===== src/rtl/rocc_accel_responder.sv =====
// rocc_accel_responder: RoCC command/response endpoint with accumulator bank and shift-add multiplier.
// Optional cycle/command counters for opcode 5 when ROCC_ACCEL_PERF_CNT_EN is defined.
`default_nettype none

module rocc_accel_responder #(
  parameter int NUM_ACC  = 4,
  parameter int MUL_STEP = 1
) (
  input  logic        clk_i,
  input  logic        rst_ni,
  input  logic        cmd_valid_i,
  output logic        cmd_ready_o,
  input  logic [63:0] cmd_rs1_i,
  input  logic [63:0] cmd_rs2_i,
  input  logic [6:0]  cmd_instr_i,
  output logic        resp_valid_o,
  input  logic        resp_ready_i,
  output logic [63:0] resp_data_o,
  output logic        busy_o
);

  localparam int IDX_W            = (NUM_ACC > 1) ? $clog2(NUM_ACC) : 1;
  localparam int MUL_CYCLES       = 64 / MUL_STEP;
  localparam logic [6:0] MUL_LAST = 7'(MUL_CYCLES - 1);

  localparam logic [2:0] OP_WRITE  = 3'd0;
  localparam logic [2:0] OP_READ   = 3'd1;
  localparam logic [2:0] OP_ACCUM  = 3'd2;
  localparam logic [2:0] OP_MUL    = 3'd3;
  localparam logic [2:0] OP_CLEAR  = 3'd4;
  localparam logic [2:0] OP_CYCLES = 3'd5;

  typedef enum logic [1:0] {
    IDLE = 2'd0,
    MUL  = 2'd1,
    RESP = 2'd2
  } state_t;

  state_t           state, state_next;
  logic             accept, mul_last;
  logic [2:0]       op;
  logic [IDX_W-1:0] idx_in, idx_q;
  logic [63:0]      acc [NUM_ACC];
  logic [63:0]      acc_sel, accum_sum;
  logic [63:0]      mcand, mplier, prod, prod_next, partial;
  logic [6:0]       mul_cnt;
  logic [63:0]      resp_data;
  logic [63:0]      perf_val;
  logic             unused_instr;

  assign op           = cmd_instr_i[2:0];
  assign idx_in       = cmd_rs2_i[IDX_W-1:0];
  assign acc_sel      = acc[idx_in];
  assign accum_sum    = acc_sel + cmd_rs1_i;
  assign accept       = cmd_valid_i && cmd_ready_o;
  assign mul_last     = (mul_cnt == MUL_LAST);
  assign resp_data_o  = resp_data;
  assign unused_instr = ^cmd_instr_i[6:3];

`ifdef ROCC_ACCEL_PERF_CNT_EN
  logic [63:0] cyc_cnt, cmd_cnt;

  always_ff @(posedge clk_i or negedge rst_ni) begin
    if (!rst_ni) begin
      cyc_cnt <= '0;
      cmd_cnt <= '0;
    end else begin
      cyc_cnt <= cyc_cnt + 64'd1;
      if (accept) cmd_cnt <= cmd_cnt + 64'd1;
    end
  end

  // Command count reported for the current command includes itself.
  assign perf_val = cmd_rs1_i[0] ? (cmd_cnt + 64'd1) : cyc_cnt;
`else
  assign perf_val = '1;
`endif

  always_ff @(posedge clk_i or negedge rst_ni) begin
    if (!rst_ni) state <= IDLE;
    else         state <= state_next;
  end

  always_comb begin
    state_next   = state;
    cmd_ready_o  = 1'b0;
    resp_valid_o = 1'b0;
    busy_o       = 1'b1;
    case (state)
      IDLE: begin
        cmd_ready_o = 1'b1;
        busy_o      = 1'b0;
        if (cmd_valid_i) state_next = (op == OP_MUL) ? MUL : RESP;
      end
      MUL: begin
        if (mul_last) state_next = RESP;
      end
      RESP: begin
        resp_valid_o = 1'b1;
        if (resp_ready_i) state_next = IDLE;
      end
      default: state_next = IDLE;
    endcase
  end

  // One shift-add step retiring MUL_STEP multiplier bits.
  always_comb begin
    partial = '0;
    for (int j = 0; j < MUL_STEP; j++) begin
      if (mplier[j]) partial = partial + (mcand << j);
    end
    prod_next = prod + partial;
  end

  always_ff @(posedge clk_i or negedge rst_ni) begin
    if (!rst_ni) begin
      for (int i = 0; i < NUM_ACC; i++) acc[i] <= '0;
      resp_data <= '0;
      mcand     <= '0;
      mplier    <= '0;
      prod      <= '0;
      mul_cnt   <= '0;
      idx_q     <= '0;
    end else if (accept) begin
      idx_q   <= idx_in;
      mcand   <= cmd_rs1_i;
      mplier  <= cmd_rs2_i;
      prod    <= '0;
      mul_cnt <= '0;
      case (op)
        OP_WRITE: begin
          acc[idx_in] <= cmd_rs1_i;
          resp_data   <= acc_sel;
        end
        OP_READ:  resp_data <= acc_sel;
        OP_ACCUM: begin
          acc[idx_in] <= accum_sum;
          resp_data   <= accum_sum;
        end
        OP_MUL: ;
        OP_CLEAR: begin
          for (int i = 0; i < NUM_ACC; i++) acc[i] <= '0;
          resp_data <= '0;
        end
        OP_CYCLES: resp_data <= perf_val;
        default:   resp_data <= '1;
      endcase
    end else if (state == MUL) begin
      prod    <= prod_next;
      mcand   <= mcand << MUL_STEP;
      mplier  <= mplier >> MUL_STEP;
      mul_cnt <= mul_cnt + 7'd1;
      if (mul_last) begin
        acc[idx_q] <= prod_next;
        resp_data  <= prod_next;
      end
    end
  end

endmodule

`default_nettype wire


===== config.mk =====
export PLATFORM = sky130hd
export DESIGN_NAME = rocc_accel_responder
export DESIGN_NICKNAME = d
export VERILOG_FILES = /design/src/rtl/rocc_accel_responder.sv
export SDC_FILE = /design/constraint.sdc
export NUM_CORES = 2
export LEC_CHECK = 0
export CAP_MARGIN = 20
export CORE_ASPECT_RATIO = 1.2
export CORE_MARGIN = 2
export CORE_UTILIZATION = 30
export DETAILED_ROUTE_END_ITERATION = 16
export GPL_ROUTABILITY_DRIVEN = 0
export PLACE_DENSITY = 0.55
export SLEW_MARGIN = 20
export SYNTH_ARGS = -nofsm -noshare
export SYNTH_HDL_FRONTEND = slang
export SYNTH_SLANG_ARGS = --single-unit

===== constraint.sdc =====
create_clock -name clk_i -period 3.99 [get_ports clk_i]
set_clock_uncertainty 0.15 [all_clocks]
set_input_delay 0.399 -clock clk_i [delete_from_list [all_inputs] [get_ports clk_i]]
set_output_delay 0.399 -clock clk_i [all_outputs]
set_load 0.02 [all_outputs]

==> summary.txt <==
Placed design
  – Port Buffers: 201
  – Pre-CTS WS: -1067 ps
  – Post-DP HPWL: 136,100 um

STA
  – Final setup viols: 0
  – WHS: 68.46 ps
  – Final min period: 3937 ps
  – Final Hold Viols: 0
  – Relative max-transition margin: 10.76%
  – RSZ-0062 raised after global routing: yes
  – Final worst slack: 53.26 ps
  – Worst-margin pin slew: 1334 ps
  – Fmax: 0.2540 GHz
  – Slew Limit Fails: 0
  – Fin Setup TNS: 0 ps
  – Period utilisation layout: 98.67%

Routing
  – Final Routed Wirelength: 189,200 um
  – Detailed Route Iter0 Violations: 5,097
  – DRT antenna net count: 0
  – Wire length per cell: 27.85 um
  – Overall via count from detail_route: 41,160
  – Drc violations: 0
  – Pre-Repair DR Iteration Count: 7
  – Avg Vias per Cell: 6.060

Power
  – VDD IR max: 0.4817 mV
  – Power Density: 891.9 mW/mm^2
  – Pwr Total: 44.95 mW
  – Leakage: 20.66 nW

Synth
  – Register area share after synthesis: 35.82%
  – Yosys top cell by area: dfrtp_1
  – Post-synth top flop: dfrtp_1
  – Synth top area share: 35.82%
  – Post-synth EDFFs: 0
  – Mean Syn Cell Area: 8.410 um^2
  – Multiplexer area fraction after synthesis: 4.298%
  – Synth Area in Compound Gates: 31.85%
  – Mapped Cells: 4,344
  – XOR/XNOR share of the synthesized area: 2.682%
  – Post-Synth Adder-Cell Area: 4.459%
  – Synth Area in Simple Gates: 16.61%
  – Mapped cell area: 0.03653 mm^2
  – Library cells used by synthesis: 97
  – Ranking of synthesized cells by area: dfrtp_1 36%, a21oi_1 6.5%, o21ai_0 6.5%
  – Largest family of logic cells by synthesized area: compound AO/OA/AOI/OAI gates
  – Asr flop ratio synth: 100.0%
  – Post-synthesis register bit count: 523
  – Mapped Nets: 4,612
  – Ys Warns: 0

Hold path
  – Tightest Hold Check Type: input port to flop

CTS
  – Clock sink count: 523
  – Clk buf depth: 3
  – CTS tree: built
  – Root Buffer: clkbuf_16
  – H-tree depth: 3
  – Reg clk slew, reported paths: 70 ps
  – CTS Buf Count: 69
  – Clock latency on the worst-skew pair: 690 ps

Worst setup path
  – Critical path destination: acc[184]$_DFFE_PN0P_
  – Req. time, crit path: 4380 ps
  – Crit path kind: flop to flop
  – Reg2reg setup slack: 50 ps
  – Worst r2r src: mplier[0]$_DFFE_PN0N_
  – Capturing point of the worst reg2reg path: acc[184]$_DFFE_PN0P_
  – Launching element type of the critical path: flop
  – Crit path capture type: flop
  – Arrival @ worst endpoint: 4320 ps
  – Crit-path max FO: 9
  – R2R depth: 15
  – Critical path origin: mplier[0]$_DFFE_PN0N_

GRT
  – Pin count of the biggest net entering global routing: 132
  – Total Routing Usage GR: 29.57%
  – GRT overflow: 0
  – Antenna violations before repair: 14
  – Global-route wire length before repair: 271,800 um
  – Vias in the first global route: 40,027

Floorplanning
  – FP Rows: 140
  – Initial Util: 30.18%
  – Top Ports: 206
  – Die Y: 386.3 um
  – Die Span X: 322.6 um
  – Die area: 0.1246 mm^2
  – Core box area: 0.1210 mm^2

Flow run
  – Reported max-cap violation count: 0

Run status
  – Status: finished clean

Cells and area
  – Final nets: 5,370
  – Post-layout util: 41.64%
  – Layout area overhead: 37.95%
  – FILL cells: 12,055
  – Layout cell share with drive strength beyond 1: 25.69%
==> worst max-delay path, stage by stage, from the launching register on <==
cell	delay, ps
dfrtp_2	460
buf_12	170
buf_12	140
and2_4	140
ha_4	300
nand3_2	100
o22ai_4	240
o22ai_4	120
or3_4	450
a2111oi_4	480
nor3_4	110
o31ai_4	290
xor2_2	130
buf_6	150
a221oi_2	230
a21oi_1	90
==> metal layers <==
metal  track usage [%]  wire length (um)  up-vias
met5                 0                54        -
met4             24.09             19020        8
met3             8.622             20380      846
met2             44.76             81000     2588
met1             34.80             68710    19971
li1                  -                 -    17747
==> per-stage QoR <==
step	area, um^2	std cells
3_5_place_dp	45890	6627
6_report	50400	6792
2_1_floorplan	36830	4344
3_3_place_gp	45890	6627
5_1_grt	50390	6790
4_1_cts	48770	6760
==> flip-flops by register name, summed over array words and instances, names as in the netlist <==
signal       flops
acc            256
idx_q            2
mcand           64
mplier          64
mul_cnt          7
prod            64
resp_data_o     64
state            2
==> area by class of cell <==
type | instances | area, um^2 | share of cell area [%]
clock inverter | 29 | 486.7 | 0.9657
multi-input combinational | 3441 | 23850 | 47.31
clock buffer | 93 | 1937 | 3.843
antenna | 6 | 15.01 | 0.02979
tap | 1633 | 2043 | 4.054
sequential | 523 | 13100 | 25.99
timing repair buffer | 1031 | 8840 | 17.54
inverter | 36 | 135.1 | 0.2681
==> timing repair <==
action                                 4_1_cts  5_1_grt
endpoints found under the hold margin       51        0
resized for setup                           72      251
buffers inserted                            10       24
cloned                                       0        4
hold buffers                                 1        0
pin swaps                                   24       93
setup endpoints to repair                  134      210
==> synthesized netlist by cell type, types with 14 or more instances <==
cell / number
o22a_1: 16
inv_1: 36
o21bai_1: 22
dfrtp_1: 523
nor2_1: 344
a31oi_1: 65
nand2b_1: 33
a21o_1: 51
nor2b_1: 138
a222oi_1: 15
o22ai_1: 34
a22o_1: 41
a211oi_1: 25
buf_1: 24
a221o_1: 32
and2_1: 82
a41oi_1: 20
mux4_2: 64
xor2_1: 44
xnor2_1: 66
nor3_1: 45
a22oi_1: 212
clkbuf_1: 287
o211ai_1: 39
o21ai_0: 474
nand3_1: 50
nand4_1: 35
buf_2: 18
o221ai_1: 43
ha_1: 127
and3_1: 33
or2_2: 14
o21a_1: 60
nand2_1: 496
a21oi_1: 475
a221oi_1: 48
==> layout by cell type, fill, tap and decap left out, types with 31 or more instances in the layout <==
| cell type | netlist | routed |
|---|---|---|
| a21o_1 | 51 | 51 |
| a21oi_1 | 475 | 439 |
| a221o_1 | 32 | 32 |
| a221oi_1 | 48 | 37 |
| a22o_1 | 41 | 41 |
| a22oi_1 | 212 | 212 |
| a31oi_1 | 65 | 60 |
| and2_1 | 82 | 70 |
| buf_12 | 0 | 36 |
| buf_4 | 2 | 779 |
| clkbuf_16 | 0 | 73 |
| clkdlybuf4s50_1 | 0 | 197 |
| dfrtp_1 | 523 | 520 |
| ha_1 | 127 | 71 |
| ha_4 | 0 | 47 |
| inv_1 | 36 | 34 |
| mux4_2 | 64 | 64 |
| nand2_1 | 496 | 490 |
| nand2b_1 | 33 | 31 |
| nand3_1 | 50 | 42 |
| nand4_1 | 35 | 35 |
| nor2_1 | 344 | 325 |
| nor2b_1 | 138 | 134 |
| nor3_1 | 45 | 38 |
| o211ai_1 | 39 | 39 |
| o21a_1 | 60 | 56 |
| o21ai_0 | 474 | 440 |
| o221ai_1 | 43 | 41 |
| xnor2_1 | 66 | 55 |
| xor2_1 | 44 | 42 |
==> where the power goes <==
part           leakage (nW)  switching, mW  internal [mW]
clock                  1.19           2.80           4.03
sequential             6.44           2.10           7.70
combinational          13.0           15.9           12.5
total                  20.7           20.8           24.2
==> how the worst min path moves through the flow <==
stage                 start                    to  slack, ps  depth (start not counted)
2_1_floorplan        rst_ni    acc[0]$_DFFE_PN0P_        -50                          0
3_3_place_gp         rst_ni  acc[141]$_DFFE_PN0P_        250                          1
5_1_grt        cmd_rs2_i[0]  idx_q[0]$_DFFE_PN0P_         70                          4
6_report       cmd_rs2_i[0]  idx_q[0]$_DFFE_PN0P_         70                          4
3_5_place_dp         rst_ni  acc[202]$_DFFE_PN0P_        240                          1
4_1_cts        cmd_rs2_i[0]  idx_q[0]$_DFFE_PN0P_         70                          4
==> kinds of logic after synthesis <==
group | Yosys count
simple gates | 1314
xor+xnor | 111
fa+ha+maj | 129
flops | 523
buf+inv | 380
compound gates | 1811
mux | 76
(Power assumes the default switching activity.)
